### config.mk
export PLATFORM = sky130hd
export DESIGN_NAME = inta_cycle_generator
export DESIGN_NICKNAME = d
export VERILOG_FILES = /design/src/rtl/inta_pkg.sv /design/src/rtl/inta_pulse_timer.sv /design/src/rtl/inta_cycle_generator.sv
export SDC_FILE = /design/constraint.sdc
export NUM_CORES = 1
export LEC_CHECK = 0
export BUFFER_PORTS_ARGS = -buffer_cell sky130_fd_sc_hd__buf_2
export CORE_AREA = 2 2 57 59
export CTS_BUF_LIST = sky130_fd_sc_hd__clkbuf_4 sky130_fd_sc_hd__clkbuf_8
export CTS_CLUSTER_SIZE = 14
export DETAILED_ROUTE_END_ITERATION = 16
export DIE_AREA = 0 0 59 61
export GPL_TIMING_DRIVEN = 0
export PLACE_DENSITY_LB_ADDON = 0.15
export REMOVE_ABC_BUFFERS = 1
export SKIP_LAST_GASP = 1
export SYNTH_ARGS = -nofsm -noshare
export SYNTH_HDL_FRONTEND = slang
export SYNTH_SLANG_ARGS = --single-unit
### constraint.sdc
create_clock -name clock -period 3.85 [get_ports clock]
set_input_delay 0.77 -clock clock [delete_from_list [all_inputs] [get_ports clock]]
set_output_delay 0.77 -clock clock [all_outputs]
set_load 0.01 [all_outputs]
### src/rtl/inta_pkg.sv
// +------------------------------------------------------------------+
// | inta_pkg: shared states and constants for the INTA cycle engine.  |
// | Revision: 1.0                                                     |
// +------------------------------------------------------------------+
`default_nettype none

package inta_pkg;

  typedef enum logic [1:0] {
    ST_IDLE       = 2'd0,
    ST_PULSE_LOW  = 2'd1,
    ST_PULSE_HIGH = 2'd2,
    ST_DONE       = 2'd3
  } inta_state_e;

  localparam logic [7:0] MCS80_CALL_OPCODE = 8'hCD;
  localparam logic [1:0] PULSES_8086       = 2'd2;
  localparam logic [1:0] PULSES_MCS80      = 2'd3;

  // Index of the final INTA pulse for the latched CPU mode.
  function automatic logic [1:0] last_pulse_index(input logic is_8086);
    return is_8086 ? (PULSES_8086 - 2'd1) : (PULSES_MCS80 - 2'd1);
  endfunction

endpackage

`default_nettype wire

### src/rtl/inta_pulse_timer.sv
// +------------------------------------------------------------------+
// | inta_pulse_timer: loadable down-counter with terminal-count flag. |
// | Revision: 1.0                                                     |
// +------------------------------------------------------------------+
`default_nettype none

module inta_pulse_timer #(
  parameter int WIDTH = 4
) (
  input  logic             clock,
  input  logic             reset_n,
  input  logic             load_i,
  input  logic [WIDTH-1:0] load_value_i,
  output logic             tc_o
);

  logic [WIDTH-1:0] count_q;
  logic [WIDTH-1:0] count_d;

  // Loading N yields N+1 clocks before the terminal count clears.
  always_comb begin
    count_d = count_q;
    if (load_i) begin
      count_d = load_value_i;
    end else if (count_q != '0) begin
      count_d = count_q - 1'b1;
    end
  end

  always_ff @(posedge clock or negedge reset_n) begin
    if (!reset_n) begin
      count_q <= '0;
    end else begin
      count_q <= count_d;
    end
  end

  assign tc_o = (count_q == '0);

endmodule

`default_nettype wire

### src/rtl/inta_cycle_generator.sv
// +------------------------------------------------------------------+
// | inta_cycle_generator: drives INTA# pulses and captures the vector |
// | (8086) or CALL target (MCS-80) returned by the 8259A.             |
// | Revision: 1.0                                                     |
// +------------------------------------------------------------------+
`default_nettype none

module inta_cycle_generator
  import inta_pkg::*;
#(
  parameter int PULSE_LOW_CYCLES  = 2,
  parameter int PULSE_HIGH_CYCLES = 2
) (
  input  logic        clock,
  input  logic        reset_n,
  input  logic        interrupt_to_cpu,
  input  logic        interrupt_enable,
  input  logic        u8086_or_mcs80_config,
  input  logic [7:0]  data_bus_in,
  input  logic        vector_accept,
  output logic        interrupt_acknowledge_n,
  output logic        vector_valid,
  output logic [7:0]  interrupt_vector,
  output logic [15:0] call_address,
  output logic        opcode_error,
  output logic        busy
);

  localparam logic [3:0] C_LOW_LOAD  = 4'(PULSE_LOW_CYCLES - 1);
  localparam logic [3:0] C_HIGH_LOAD = 4'(PULSE_HIGH_CYCLES - 1);

  inta_state_e state_q;
  logic [1:0]  pulse_idx_q;
  logic        mode_8086_q;

  logic        start_req;
  logic        last_pulse;
  logic        tmr_load;
  logic [3:0]  tmr_value;
  logic        tmr_tc;

  assign start_req  = interrupt_to_cpu & interrupt_enable;
  assign last_pulse = (pulse_idx_q == last_pulse_index(mode_8086_q));

  always_comb begin
    tmr_load  = 1'b0;
    tmr_value = C_LOW_LOAD;
    case (state_q)
      ST_IDLE:       tmr_load = start_req;
      ST_PULSE_LOW: begin
        if (tmr_tc && !last_pulse) begin
          tmr_load  = 1'b1;
          tmr_value = C_HIGH_LOAD;
        end
      end
      ST_PULSE_HIGH: tmr_load = tmr_tc;
      default:       tmr_load = 1'b0;
    endcase
  end

  inta_pulse_timer #(
    .WIDTH(4)
  ) u_timer (
    .clock        (clock),
    .reset_n      (reset_n),
    .load_i       (tmr_load),
    .load_value_i (tmr_value),
    .tc_o         (tmr_tc)
  );

  always_ff @(posedge clock or negedge reset_n) begin
    if (!reset_n) begin
      state_q                 <= ST_IDLE;
      pulse_idx_q             <= 2'd0;
      mode_8086_q             <= 1'b0;
      interrupt_acknowledge_n <= 1'b1;
      vector_valid            <= 1'b0;
      busy                    <= 1'b0;
      opcode_error            <= 1'b0;
      interrupt_vector        <= 8'h00;
      call_address            <= 16'h0000;
    end else begin
      case (state_q)
        ST_IDLE: begin
          if (start_req) begin
            state_q                 <= ST_PULSE_LOW;
            pulse_idx_q             <= 2'd0;
            mode_8086_q             <= u8086_or_mcs80_config;
            interrupt_acknowledge_n <= 1'b0;
            busy                    <= 1'b1;
            opcode_error            <= 1'b0;
          end
        end
        ST_PULSE_LOW: begin
          if (tmr_tc) begin
            // The bus is only trusted on the final low clock of a pulse.
            if (mode_8086_q) begin
              if (pulse_idx_q == 2'd1) begin
                interrupt_vector <= data_bus_in;
              end
            end else begin
              case (pulse_idx_q)
                2'd0:    opcode_error       <= (data_bus_in != MCS80_CALL_OPCODE);
                2'd1:    call_address[7:0]  <= data_bus_in;
                2'd2:    call_address[15:8] <= data_bus_in;
                default: call_address       <= call_address;
              endcase
            end
            interrupt_acknowledge_n <= 1'b1;
            if (last_pulse) begin
              state_q      <= ST_DONE;
              vector_valid <= 1'b1;
            end else begin
              state_q <= ST_PULSE_HIGH;
            end
          end
        end
        ST_PULSE_HIGH: begin
          if (tmr_tc) begin
            state_q                 <= ST_PULSE_LOW;
            pulse_idx_q             <= pulse_idx_q + 2'd1;
            interrupt_acknowledge_n <= 1'b0;
          end
        end
        ST_DONE: begin
          if (vector_accept) begin
            state_q      <= ST_IDLE;
            vector_valid <= 1'b0;
            busy         <= 1'b0;
          end
        end
        default: state_q <= ST_IDLE;
      endcase
    end
  end

endmodule

`default_nettype wire

# Word-level counts from Yosys, hierarchy flattened
# Cells that the tools add are included.
# word_totals
regBits	37
latchBits	0
ram_bits	0
rom_bits	0
input_bits	14
mem_count	0
# op_classes
add_sub_neg	2
mul	0
n_div	0
magnitude_cmp	0
n_eq_ne	14
shift	0
n_mux	28
bitwise	2
n_reduce_logical	22
# op_table
op	n
AND reduction 4 bit	6
2-to-1 mux 2 bit	7
2-to-1 mux 1 bit	12
!= test 2 bit (second input constant)	6
nonzero test 2 bit	5
2-to-1 mux 4 bit	2
!= test 8 bit (second input constant)	1
one-hot mux 2 bit (4 select lines)	1
== test 2 bit (second input constant)	3
one-hot mux 1 bit (2 select lines)	3
one-hot mux 1 bit (3 select lines)	2
AND reduction 3 bit	2
AND reduction 5 bit	1
== test 2 x 1 -> 1 bit (second input constant)	2
zero test 2 bit	2
zero test 4 bit	1
one-hot mux 2 bit (2 select lines)	1
nonzero test 4 bit	1
subtractor 4 x 1 -> 4 bit (second input constant)	1
nonzero test 3 bit	1
adder 2 x 1 -> 2 bit (second input constant)	1
== test 2 bit	1
!= test 2 x 1 -> 1 bit (second input constant)	1
AND reduction 2 bit	1
4 further kinds	4

# Longest topological paths before layout
# depth
word_depth	7
mapped_depth	6

# Hierarchy
# From an unflattened synthesis, not the netlist that was laid out.
# unflattened
cells_unflattened	130
hier_area_um2	1694.1
# modules_own_cells
mod	instances	cells_per_inst	area_per_inst_um2	seq_area_each_um2
inta_cycle_generator	1	108	1460.2	827.0
inta_pulse_timer	1	22	234.0	100.1

# Worst setup path before layout
# Ideal clock, no wire load.
# synth_timing
path_type	register to register
from	register u_timer.count_q[0]
to	register interrupt_vector[0]
setup_ns	0.125
arrival_ns	1.768
slack_ns	1.957
path_stages_with_launch	7
n_path_buf	1
synth_period_minus_slack_ns	1.893
path_cell_list	dfrtp_1 -> inv_1 -> ha_1 -> nor3b_2 -> and4_1 -> buf_4 -> mux2_2
# synth_between
elab_chain_cells	2
# synth_lines
element	line	text
from (decl)	inta_pulse_timer.sv:17	logic [WIDTH-1:0] count_q;
from (signal assigned)	inta_pulse_timer.sv:34	count_q <= count_d;
zero test 4 bit	inta_pulse_timer.sv:38	assign tc_o = (count_q == '0);
AND reduction 4 bit (no line)	-	
to (signal assigned)	inta_cycle_generator.sv:99	interrupt_vector <= data_bus_in;
to (decl)	inta_cycle_generator.sv:23	output logic [7:0] interrupt_vector,
# Every way passes these cells.
# A chain may end at the register's enable or synchronous reset.

# Worst setup path after layout
# layout_timing
from	register u_timer.count_q[0]
to	register interrupt_vector[4]
# Same word-level chain as after synthesis.

==> impl_results.md <==
- Crit path cell chain: inv_1 > ha_1 > nor3b_2 > and4_1 > mux2_2
- Max clock buf depth: 2
- CP max stage cell: nor3b_2
- Latest clock arrival within the worst-skew pair: roughly 0.34 ns
- Layout cells sized above 1: 47.1%
- Overall routing resource usage: between 20% and 30%
- Post-synthesis sequential area ratio: 55.1%
- Static leakage: a little under 1 nW
- CTS resizes: 0
- # H-tree levels: 2
- Status: finished clean
- Vias in the first global route: 1137
- Final nets: 191
- Layout Skew: around 0.0088 ns
- R2R setup slack: between 1 and 1.5 ns
- Worst-Margin Slew: approximately 1.3 ns
- Synth cell types: 39
- Drc violations: 0
- Unrepaired setup endpoints after global routing: no
- Die W: 59 µm
- Initial drt markers: 69
- Slew Viols, Final: 0
- Antenna Nets Post-Route: 0
- Die area: 0.00360 mm²
- WP data required: 4.08 ns
- Synth-to-Final Area Change: 16.5%
- Total wire length: 3330 µm
- Initial core utilization: 57.0%
- GR peak layer: met2
- Final Hold Fails: 0
- Crit-path leading delay family: simple AND/OR/NAND/NOR gates
- Most common cell after layout, fill and taps aside: buf_2
- Largest net degree at the start of global routing: 38
- Post-synth ARST share: 100%
- Grt ovf: 0
- Post-DR vias/cell: 5.67
- Post-Synthesis Cells: 130
- Row count: 20
- # hold bufs at CTS: 0
- Critical path's largest stage delay: 0.61 ns
- Arr. time, crit path: approximately 2.6 ns
- Io pins: 42
- Worst Path Buf+Inv: 1
- Netlist Area Pre-Place: ~0.0017 mm²
- Routability Congestion: 0.816
- Setup bufs post-CTS: 0
- Clock-pin slew on the worst setup and hold paths: 0.12 ns
- Antenna violations before repair: 0
- Die height: between 60 and 70 µm
- Met1 GRT Util: 24.4%
- CTS tree: yes
- Most frequent cells in the layout: buf_2, dfrtp_1, mux2_2
- MaxCap Viol Count: 0
- Antenna diode count: 0
- HPWL Detailed: 2400 µm
- Met3 GRT Util: 6.61%
- Crit-path max FO: 10
- Peak supply drop: 480 µV
- 1st-pass router iterations: 4
- Post-synth EDFFs: 0
- Critical path capture point type: flop
- Period utilization: 61.6%
- Kind of critical path: flop to flop
- Hold Crit Class: primary input to asynchronous set/reset pin
- Headroom to the max-slew limit: 10.5%
- Core Area: 0.00295 mm²
- Final TNS setup: 0 ns
- Wirelength per Cell: roughly 16 µm
- Syn Area/Cell: roughly 13 µm²
- Top FF cell, synth: dfrtp_1
- Vias: around 1200
- Post-layout min period: 2.37 ns
- Sink Count: 37
- PortBufs: 41
- Number of synthesized register bits: 37
- Global-route wire length before repair: 5270 µm
- Total CTS buffers: 5
- Final setup vio count: 0
- Pwr dens: 779 mW/mm²
- Met2 usage: approximately a third
- Setup crit start kind: flop
- Root buf cell: clkbuf_4
- Fmax: 0.421 GHz
- Core Util, Final: 66.4%
- Synth warn: 0
## sequential cells by signal, summed over array words and instances, names as in the netlist
name and count:
pulse_idx_q 2, busy 1, call_address 16, state_q 2
vector_valid 1, mode_8086_q 1, interrupt_acknowledge_n 1, interrupt_vector 8
u_timer.count_q 4, opcode_error 1
## stage by stage
| step | cells | setup WS (ns) | total power, mW | hold slack [ns] | area [µm²] |
|---|---|---|---|---|---|
| 4_1_cts | 207 | 1.46 | 1.55 | 0.516 | 1960 |
| 5_1_grt | 207 | 1.30 | 1.64 | 0.520 | 1960 |
| 3_5_place_dp | 199 | 1.40 | 1.35 | 0.491 | 1910 |
| 3_3_place_gp | 199 | 1.44 | 1.30 | 0.483 | 1910 |
| 2_1_floorplan | 125 | 1.89 | 1.10 | 0.474 | 1660 |
| 6_report | 207 | 1.48 | 1.53 | 0.501 | 1960 |
## routing by layer
layer	up-vias	routed length (µm)	part of all wire [%]
li1	563	-	-
met1	577	1430	43
met2	30	1710	51
met3	4	160	4.8
met4	0	34	1.0
met5	-	0	0
## report_power, final
| part | total, mW | internal (mW) | leakage (nW) | switching, mW |
|---|---|---|---|---|
| sequential | 0.711 | 0.569 | 0.452 | 0.141 |
| clock | 0.199 | 0.0689 | 0.0310 | 0.130 |
| combinational | 0.619 | 0.315 | 0.489 | 0.304 |
| total | 1.53 | 0.953 | 0.973 | 0.576 |
## cell families after synthesis
| logic type | count (synthesis) | synth area share [%] |
|---|---|---|
| AOI/OAI and AO/OA | 17 | 7.06 |
| adders and majority gates | 4 | 2.97 |
| buffers and inverters | 11 | 2.75 |
| DFF | 37 | 55.1 |
| muxes | 28 | 18.6 |
| and+or+nand+nor | 33 | 13.6 |
## cells in the mapped netlist (2+ instances only)
| library cell | instances | area share, % |
|---|---|---|
| dfrtp_1 | 36 | 53 |
| mux2_2 | 26 | 17 |
| nand2_1 | 8 | 1.8 |
| inv_1 | 6 | 1.3 |
| ha_1 | 4 | 3.0 |
| o21ai_0 | 4 | 1.2 |
| clkbuf_1 | 3 | 0.67 |
| nand4b_1 | 3 | 1.6 |
| nor2_1 | 3 | 0.67 |
| a21oi_1 | 2 | 0.59 |
| mux2i_1 | 2 | 1.2 |
| nand3_1 | 2 | 0.59 |
| nand4b_2 | 2 | 1.8 |
| nor3b_1 | 2 | 0.89 |
| nor4_1 | 2 | 0.74 |
| o311ai_0 | 2 | 1.0 |
## cell type report
type / count / area (µm²)
clock buffers: 5 / 37.5
clock inverters: 3 / 17.5
fillers: 238 / 991
inverters: 6 / 22.5
multi-input cells: 82 / 711
flip-flops and latches: 37 / 927
well taps: 33 / 41.3
repair buffers: 41 / 205
## worst register-to-register path, stage by stage, from the launching register on
cell     delay [ns]
dfrtp_1        0.42
inv_1          0.08
ha_1           0.21
nor3b_2        0.61
and4_1         0.55
mux2_2         0.39
## final timing paths
path,cells after the start,to,start
min reg2reg,1,call_address[12]$_DFFE_PN0P_,call_address[12]$_DFFE_PN0P_
max in group asynchronous,1,interrupt_vector[7]$_DFFE_PN0P_,reset_n
min in group clock,1,call_address[12]$_DFFE_PN0P_,call_address[12]$_DFFE_PN0P_
max,5,interrupt_vector[4]$_DFFE_PN0P_,u_timer.count_q[0]$_DFFE_PN0P_
min,1,u_timer.count_q[3]$_DFFE_PN0P_,reset_n
max reg2reg,5,interrupt_vector[4]$_DFFE_PN0P_,u_timer.count_q[0]$_DFFE_PN0P_
Note: power is estimated with default switching activity, not from simulation.
